## src/rtl/arm_controller_pkg.sv

```systemverilog
// arm_controller_pkg
// Shared encodings for the ARM-subset control unit: instruction classes,
// ALU operation select, data-processing command codes, condition codes and
// extended-immediate formats.
package arm_controller_pkg;

  // Instruction class from Instr[27:26]
  typedef enum logic [1:0] {
    OP_DP   = 2'b00,
    OP_MEM  = 2'b01,
    OP_BR   = 2'b10,
    OP_NONE = 2'b11
  } op_e;

  // ALUControl encodings
  localparam logic [1:0] ALU_ADD = 2'b00;
  localparam logic [1:0] ALU_SUB = 2'b01;
  localparam logic [1:0] ALU_AND = 2'b10;
  localparam logic [1:0] ALU_ORR = 2'b11;

  // Data-processing cmd field (Funct[4:1])
  localparam logic [3:0] CMD_ADD = 4'b0100;
  localparam logic [3:0] CMD_SUB = 4'b0010;
  localparam logic [3:0] CMD_AND = 4'b0000;
  localparam logic [3:0] CMD_ORR = 4'b1100;

  // ImmSrc encodings
  localparam logic [1:0] IMM_ROT8  = 2'b00;
  localparam logic [1:0] IMM_12    = 2'b01;
  localparam logic [1:0] IMM_BR24  = 2'b10;

  // Condition field
  typedef enum logic [3:0] {
    CC_EQ = 4'b0000, CC_NE = 4'b0001, CC_CS = 4'b0010, CC_CC = 4'b0011,
    CC_MI = 4'b0100, CC_PL = 4'b0101, CC_VS = 4'b0110, CC_VC = 4'b0111,
    CC_HI = 4'b1000, CC_LS = 4'b1001, CC_GE = 4'b1010, CC_LT = 4'b1011,
    CC_GT = 4'b1100, CC_LE = 4'b1101, CC_AL = 4'b1110, CC_NV = 4'b1111
  } cond_e;

endpackage

```

## src/rtl/arm_condlogic.sv

```systemverilog
// arm_condlogic
// Holds the NZCV flags (two independently enabled halves) and evaluates the
// condition field against them, gating every architectural side effect.
// Ports:
//   clk, reset         clock, async active-high reset (clears flags)
//   Cond[3:0]          instruction condition field
//   ALUFlags[3:0]      {N,Z,C,V} from the current ALU result
//   FlagW[1:0]         [1] update N,Z  [0] update C,V
//   PCS, RegW, MemW    ungated side-effect requests from the decoder
//   PCSrc, RegWrite, MemWrite  condition-gated side effects
module arm_condlogic
  import arm_controller_pkg::*;
(
  input  logic       clk,
  input  logic       reset,
  input  logic [3:0] Cond,
  input  logic [3:0] ALUFlags,
  input  logic [1:0] FlagW,
  input  logic       PCS,
  input  logic       RegW,
  input  logic       MemW,
  output logic       PCSrc,
  output logic       RegWrite,
  output logic       MemWrite
);

  logic [1:0] nz;
  logic [1:0] cv;
  logic       condex;

  function automatic logic cond_check(input logic [3:0] cond, input logic [3:0] f);
    logic n, z, c, v;
    {n, z, c, v} = f;
    case (cond_e'(cond))
      CC_EQ:   cond_check = z;
      CC_NE:   cond_check = ~z;
      CC_CS:   cond_check = c;
      CC_CC:   cond_check = ~c;
      CC_MI:   cond_check = n;
      CC_PL:   cond_check = ~n;
      CC_VS:   cond_check = v;
      CC_VC:   cond_check = ~v;
      CC_HI:   cond_check = c & ~z;
      CC_LS:   cond_check = ~c | z;
      CC_GE:   cond_check = (n == v);
      CC_LT:   cond_check = (n != v);
      CC_GT:   cond_check = ~z & (n == v);
      CC_LE:   cond_check = z | (n != v);
      CC_AL:   cond_check = 1'b1;
      default: cond_check = 1'b0;
    endcase
  endfunction

  // Evaluated on the flags held before the edge, so an instruction never
  // sees the flags it produces itself.
  assign condex = cond_check(Cond, {nz, cv});

  always_ff @(posedge clk or posedge reset) begin
    if (reset) begin
      nz <= 2'b00;
      cv <= 2'b00;
    end else begin
      if (FlagW[1] & condex) nz <= ALUFlags[3:2];
      if (FlagW[0] & condex) cv <= ALUFlags[1:0];
    end
  end

  assign PCSrc    = PCS  & condex;
  assign RegWrite = RegW & condex;
  assign MemWrite = MemW & condex;

endmodule

```

## src/rtl/arm_controller.sv

```systemverilog
// arm_controller
// Control unit of the single-cycle ARM-subset processor (DP, LDR/STR, B).
// Decodes Instr[31:12] into datapath controls; flag storage and condition
// gating live in arm_condlogic.
// Ports:
//   clk, reset   clock and async active-high reset (flags only)
//   Instr[19:0]  instruction bits [31:12]
//   ALUFlags     {N,Z,C,V} from the current ALU result
//   RegSrc, ImmSrc, ALUSrc, ALUControl, MemtoReg   ungated controls
//   RegWrite, MemWrite, PCSrc                      condition-gated controls
module arm_controller
  import arm_controller_pkg::*;
(
  input  logic        clk,
  input  logic        reset,
  input  logic [19:0] Instr,
  input  logic [3:0]  ALUFlags,
  output logic [1:0]  RegSrc,
  output logic        RegWrite,
  output logic [1:0]  ImmSrc,
  output logic        ALUSrc,
  output logic [1:0]  ALUControl,
  output logic        MemWrite,
  output logic        MemtoReg,
  output logic        PCSrc
);

  logic [3:0] cond;
  logic [1:0] op;
  logic [5:0] funct;
  logic [3:0] rd;
  logic [3:0] cmd;
  logic       regw, memw, branch, aluop, pcs;
  logic [1:0] flagw;

  assign cond  = Instr[19:16];
  assign op    = Instr[15:14];
  assign funct = Instr[13:8];
  assign rd    = Instr[3:0];
  assign cmd   = funct[4:1];

  // Main decode
  always_comb begin
    RegSrc   = 2'b00;
    ImmSrc   = IMM_ROT8;
    ALUSrc   = 1'b0;
    MemtoReg = 1'b0;
    regw     = 1'b0;
    memw     = 1'b0;
    branch   = 1'b0;
    aluop    = 1'b0;
    case (op_e'(op))
      OP_DP: begin
        ALUSrc = funct[5];
        regw   = 1'b1;
        aluop  = 1'b1;
      end
      OP_MEM: begin
        ImmSrc = IMM_12;
        ALUSrc = 1'b1;
        if (funct[0]) begin
          MemtoReg = 1'b1;
          regw     = 1'b1;
        end else begin
          RegSrc = 2'b10;
          memw   = 1'b1;
        end
      end
      OP_BR: begin
        RegSrc = 2'b01;
        ImmSrc = IMM_BR24;
        ALUSrc = 1'b1;
        branch = 1'b1;
      end
      default: ;
    endcase
  end

  // ALU decode; unknown commands fall back to ADD and never touch flags
  always_comb begin
    ALUControl = ALU_ADD;
    flagw      = 2'b00;
    if (aluop) begin
      case (cmd)
        CMD_ADD: begin ALUControl = ALU_ADD; flagw = {funct[0], funct[0]}; end
        CMD_SUB: begin ALUControl = ALU_SUB; flagw = {funct[0], funct[0]}; end
        CMD_AND: begin ALUControl = ALU_AND; flagw = {funct[0], 1'b0};     end
        CMD_ORR: begin ALUControl = ALU_ORR; flagw = {funct[0], 1'b0};     end
        default: begin ALUControl = ALU_ADD; flagw = 2'b00;                end
      endcase
    end
  end

  // Writing R15 is a jump just like a branch
  assign pcs = branch | (regw & (rd == 4'hF));

  arm_condlogic u_condlogic (
    .clk      (clk),
    .reset    (reset),
    .Cond     (cond),
    .ALUFlags (ALUFlags),
    .FlagW    (flagw),
    .PCS      (pcs),
    .RegW     (regw),
    .MemW     (memw),
    .PCSrc    (PCSrc),
    .RegWrite (RegWrite),
    .MemWrite (MemWrite)
  );

endmodule

```

## config.mk

```make
export PLATFORM = sky130hd
export DESIGN_NAME = arm_controller
export DESIGN_NICKNAME = d
export VERILOG_FILES = /design/src/rtl/arm_controller_pkg.sv /design/src/rtl/arm_condlogic.sv /design/src/rtl/arm_controller.sv
export SDC_FILE = /design/constraint.sdc
export NUM_CORES = 1
export LEC_CHECK = 0
export BUFFER_PORTS_ARGS = -buffer_cell sky130_fd_sc_hd__buf_4
export CORE_UTILIZATION = 33
export DETAILED_ROUTE_END_ITERATION = 10
export PLACE_DENSITY_LB_ADDON = 0.1
export SYNTH_ARGS = -nofsm -noshare
export SYNTH_HDL_FRONTEND = slang
export SYNTH_HIERARCHICAL = 1
export SYNTH_SLANG_ARGS = --single-unit
```

## constraint.sdc

```tcl
create_clock -name clk -period 3.4 [get_ports clk]
set_input_delay 0.68 -clock clk [delete_from_list [all_inputs] [get_ports clk]]
set_output_delay 0.68 -clock clk [all_outputs]
set_load 0.1 [all_outputs]
```

## Yosys cells after proc, flatten, opt, wreduce, memory -nomap -nowiden

Index checks and enable logic that the tools add are counted.

- Eq/ne operators: 22
- Muxes and demuxes: 16
- Bitwise gates (word level): 15
- Reduce and logical (&&, ||, !) cells: 6

Operator list:

| cell | number |
|---|---|
| $eq 4x4->1 const B | 9 |
| $eq 4x3->1 const B | 5 |
| $pmux 1 s15 | 1 |
| $eq 4x2->1 const B | 3 |
| $pmux 2 s2 | 3 |
| $and 1x1->1 | 8 |
| $logic_not 4->1 | 2 |
| $mux 1 | 6 |
| $mux 2 | 3 |
| $pmux 2 s3 | 1 |
| $reduce_or 2->1 | 3 |
| $eq 4x1->1 const B | 1 |
| $not 1->1 | 4 |
| $pmux 1 s2 | 2 |
| $or 1x1->1 | 3 |
| $eq 2x1->1 const B | 1 |
| $eq 2x2->1 const B | 1 |
| $logic_not 2->1 | 1 |
| $eq 1x1->1 | 1 |
| $ne 1x1->1 | 1 |

- Bits in registers: 4
- Bits of input ports: 26
- Output and inout port bits: 11
- Word-level logic and storage cells: 61

## Longest topological paths before layout

- Depth after elaboration: 5
- Depth in mapped cells: 6
- Mapped depth without buffers: 6

## Cells and area by module

Netlist, hierarchy kept.

Modules (own cells, without submodules):

| module | times used | cells each | area an instance (um2) | sequential area each (um2) |
|---|---|---|---|---|
| arm_condlogic | 1 | 47 | 444.2 | 100.1 |
| arm_controller | 1 | 27 | 207.7 | 0.0 |

## Worst setup path after synthesis

Ideal clock, no wire load.

- Path type: input-to-output
- Start point: input Instr[15]
- End point: output ALUControl[1]
- Arrival: 3.950 ns
- Data required time: 2.720 ns
- Path slack: -1.230 ns
- Cell stages on the path: 4
- Path buffers: 0
- Cells stage by stage: inv_1 ha_1 nand2b_1 nor4_1

- Cells in the longest elaborated chain, start to end: 3

RTL lines:

| what | RTL line | text |
|---|---|---|
| from (decl) | arm_controller.sv:16 | `input logic [19:0] Instr,` |
| $logic_not 2->1 | arm_controller.sv:52 | `case (op_e'(op))` |
| $mux 1 | arm_controller.sv:52 |  |
| $mux 2 | arm_controller.sv:83 | `if (aluop) begin` |
| to (decl) | arm_controller.sv:22 | `output logic [1:0] ALUControl,` |

Every way passes these cells.

## Worst setup path after layout

- Start point: input Instr[18]
- End point: output PCSrc

- Cells in the longest elaborated chain, start to end: 3
- Elaborated cells between the ends (all ways): 17
- Classes of those cells: 14 x eq/ne; 1 x mux; 1 x bitwise; 1 x reduce/logical

RTL lines:

| what | RTL line | text |
|---|---|---|
| $eq 4x4->1 (tied with other cells) | arm_condlogic.sv:34 | `case (cond_e'(cond))` |
| $pmux 1 s15 (*) | arm_condlogic.sv:34 |  |
| $and 1x1->1 (*) | arm_condlogic.sv:68 | `assign PCSrc = PCS & condex;` |
| to (decl) | arm_controller.sv:25 | `output logic PCSrc` |

Every way passes the cells marked *; elsewhere a longest branch is shown, timed or not.

==> key figures <==
Pwr
  – Static leakage: approximately 0.44 nW
  – Sw Pwr: about 0.00013 W
  – Switching share of power: 45.0%
  – Seq pwr share: 26.7%
  – Pint: about 0.00016 W
  – Power Density: ~310 mW/mm^2
  – Max VDD drop: 206 uV
  – Clock power frac: between 10% and 20%
  – Comb pwr share: 53.9%

Detailed routing
  – Routed wire length on met3: a little under 100 um
  – Top Layer Used: met3
  – Via count: 667
  – Routed Wire Length: ~1500 um
  – DR WL/cell: around 12 um
  – Met1 WL: approximately 660 um
  – Drt via density: around 5
  – Post-route ant nets: 0
  – Initial DRC count: 8
  – Drt drc: 0
  – Pre-antenna DRT Iters: 3
  – DR WL met2: around 740 um

Clocking
  – Root Buffer Master: clkbuf_4
  – # hold bufs at CTS: 0
  – CTS sink count: 4
  – Clock latency on the worst-skew pair: 0.23 ns
  – Num CTS Buffers: 3
  – H-tree Lvls: 1
  – CTS tree: yes
  – Post-cts sizing count: 0
  – Worst-path clk slew: ~0.040 ns
  – CTS Buffer Depth: 2
  – Post-CTS setup buffers: 0

GRT
  – Initial antenna violation count: 0
  – Largest net degree at the start of global routing: 15
  – First-pass GRT wire length: ~2400 um
  – Vias in the first global route: 590
  – Gr usage total: between 15 and 20%
  – Remaining global-route overflow: 0

Timing
  – Final hold violations: 0
  – Max-Slew Margin vs Limit: roughly three quarters
  – Hold Slack: approximately 0.33 ns
  – Clk_skew: around 0.0036 ns
  – Final Cycle Share: between 80 and 90%
  – Tmin final: about 3.0 ns
  – Worst Tran Pin Value: roughly 0.37 ns
  – Final Setup Violations: 0
  – F_max: roughly 340 MHz
  – RSZ-0062 raised after global routing: false
  – Max-slew violation count: 0

Yosys
  – Seq/Total Area, Yosys: 15.4%
  – Synth Instances: 74
  – Most area-consuming cells after synthesis: dfrtp_1 (15%), ha_1 (9.6%), mux2_1 (6.9%), nor2b_1 (6.7%), nand3b_1 (4.6%)
  – Mapped Avg Cell Area: 8.81 um^2
  – Cell variety after synth: 36
  – Yosys Warn Count: 6
  – FF+latch count, synth: 4
  – Post-synth top area cell: dfrtp_1
  – Top-area cell type share of the netlist area: 15.4%
  – Syn Std Cell Area: ~650 um^2
  – Syn_nets: approximately 110

Worst setup path
  – Worst r2r src: u_condlogic/nz[1]
  – Worst reg-to-reg path cell count: 5
  – Worst-path maximum fanout: 14
  – Critical Path Sink: PCSrc
  – CP startpoint kind: input pin
  – WS Path Type: in2out
  – Reg-to-reg critical path endpoint: u_condlogic/cv[1]
  – R2r setup slk: 1.40 ns
  – Endpoint arrival time on the critical path: approximately 2.3 ns
  – Required time of the critical path: 2.72 ns
  – Crit path capture type: primary output
  – Worst setup path startpoint: Instr[18]

Floorplan
  – Die area: 0.00216 mm^2
  – Core footprint: between 0.0015 and 0.002 mm^2
  – Initial Util: 36.6%
  – Row cnt: 15
  – I/O Pins: 37
  – Die width: between 40 and 50 um
  – Die Y: ~46 um

Final layout
  – Finished Layout Cells: 130
  – Nets: 138
  – Layout cells sized above 1: roughly two fifths
  – Inserted Diodes: 0
  – Design Area, Final: just over 900 um^2
  – Area delta synth->final: 43.0%
  – Post-Route Utilization: between 50% and 60%
  – Fill cells: 194

Placed design
  – Number of I/O port buffers: 32
  – Placed cell count: around 130
  – DP Wirelength: roughly 1200 um
  – Area after DPL: 910 um^2
  – RePlAce Congestion: between 0.7 and 0.8

Run status
  – Status: complete, no violations

Flow run
  – Max Cap Viol: 0

Worst hold path
  – Hold Path Class: in2async
==> how the worst min path moves through the flow <==
stage | from | to | slack (ns) | cells after the start
after floorplan | reset | u_condlogic/cv[0] | 0.45 | 1
after global placement | u_condlogic/cv[1] | u_condlogic/cv[1] | 0.55 | 1
after detailed placement | u_condlogic/cv[1] | u_condlogic/cv[1] | 0.57 | 1
after CTS | reset | u_condlogic/cv[1] | 0.33 | 2
after global routing | reset | u_condlogic/cv[1] | 0.34 | 2
final | reset | u_condlogic/cv[1] | 0.33 | 2
==> synthesized netlist by cell type, drive strengths merged <==
library cell,instances
o32ai,1
mux2i,2
a21oi,5
nor3,1
mux2,4
nor4bb,1
and4,2
nor4,1
nor3b,1
xnor2,2
ha,5
nor2b,7
or3b,2
and2,2
dfrtp,4
nand4b,2
or2,1
a21o,2
inv,5
nand2b,3
nand3,1
nand3b,4
o41a,1
o21ai,2
or4b,1
clkbuf,2
a211oi,2
and3b,2
nor2,2
buf,2
o311ai,1
a2111oi,1
==> metal layers <==
layer  GRT usage (%)  vias to the layer above
li1                -                      333
met1            19.3                      313
met2            24.7                       21
met3            5.49                        0
met4            3.53                        0
met5               0                        -
==> power by group through the flow <==
stage / combinational [W] / sequential (W) / clock [W]
6_report: 0.000157 / 0.0000779 / 0.0000566
5_1_grt: 0.000169 / 0.0000801 / 0.0000633
4_1_cts: 0.000158 / 0.0000781 / 0.0000594
3_5_place_dp: 0.000157 / 0.0000785 / 0
3_3_place_gp: 0.000155 / 0.0000779 / 0
2_1_floorplan: 0.000120 / 0.0000721 / 0
==> flip-flops by register name, indices dropped and copies added (netlist names) <==
register / cells
u_condlogic/nz: 2
u_condlogic/cv: 2
==> final cells by class <==
type	instances	area [um^2]	area share, %
multi-input cells	61	519	55.7
repair buffers	32	240	25.8
flip-flops and latches	4	100	10.7
well taps	25	31.3	3.36
clock buffers	3	22.5	2.42
inverters	5	18.8	2.01
==> cell families (layout without fill, tap and decap cells) <==
group                      count (synthesis)  after routing  share of synthesized area (%)
buffers and inverters                      9             40                           5.95
DFF                                        4              4                           15.4
xor gates and xnor gates                   2              2                           2.69
AOI/OAI and AO/OA                         15             15                           20.3
adders and majority gates                  5              5                           9.60
and+or+nand+nor                           33             33                           36.1
muxes                                      6              6                           9.98
==> critical path, stage by stage <==
cell,delay (ns)
buf_4,0.16
or4b_1,0.46
and4_4,0.19
o32ai_4,0.25
nor2_1,0.12
nor2b_1,0.12
buf_4,0.29
==> cell usage in the layout (no fill, tap or decap), drive strengths merged, types with 2 or more instances in the layout <==
cell type  synthesis  final
nand2b             3      3
and2               2      2
nor2b              7      7
inv                5      5
buf                2     32
xnor2              2      2
nor2               2      2
a21oi              5      5
ha                 5      5
nand4b             2      2
a211oi             2      2
mux2i              2      2
and3b              2      2
and4               2      2
nand3b             4      4
o21ai              2      2
dfrtp              4      4
or3b               2      2
clkbuf             2      3
a21o               2      2
mux2               4      4
==> through the flow <==
stage | setup WS [ns] | power, W | setup TNS (ns)
global placement | 0.435 | 0.000233 | 0
detailed placement | 0.433 | 0.000236 | 0
floorplan | -0.386 | 0.000192 | -1.23
finish | 0.429 | 0.000292 | 0
global route | 0.302 | 0.000312 | 0
CTS | 0.432 | 0.000295 | 0
Power figures use the tool's default switching activity.
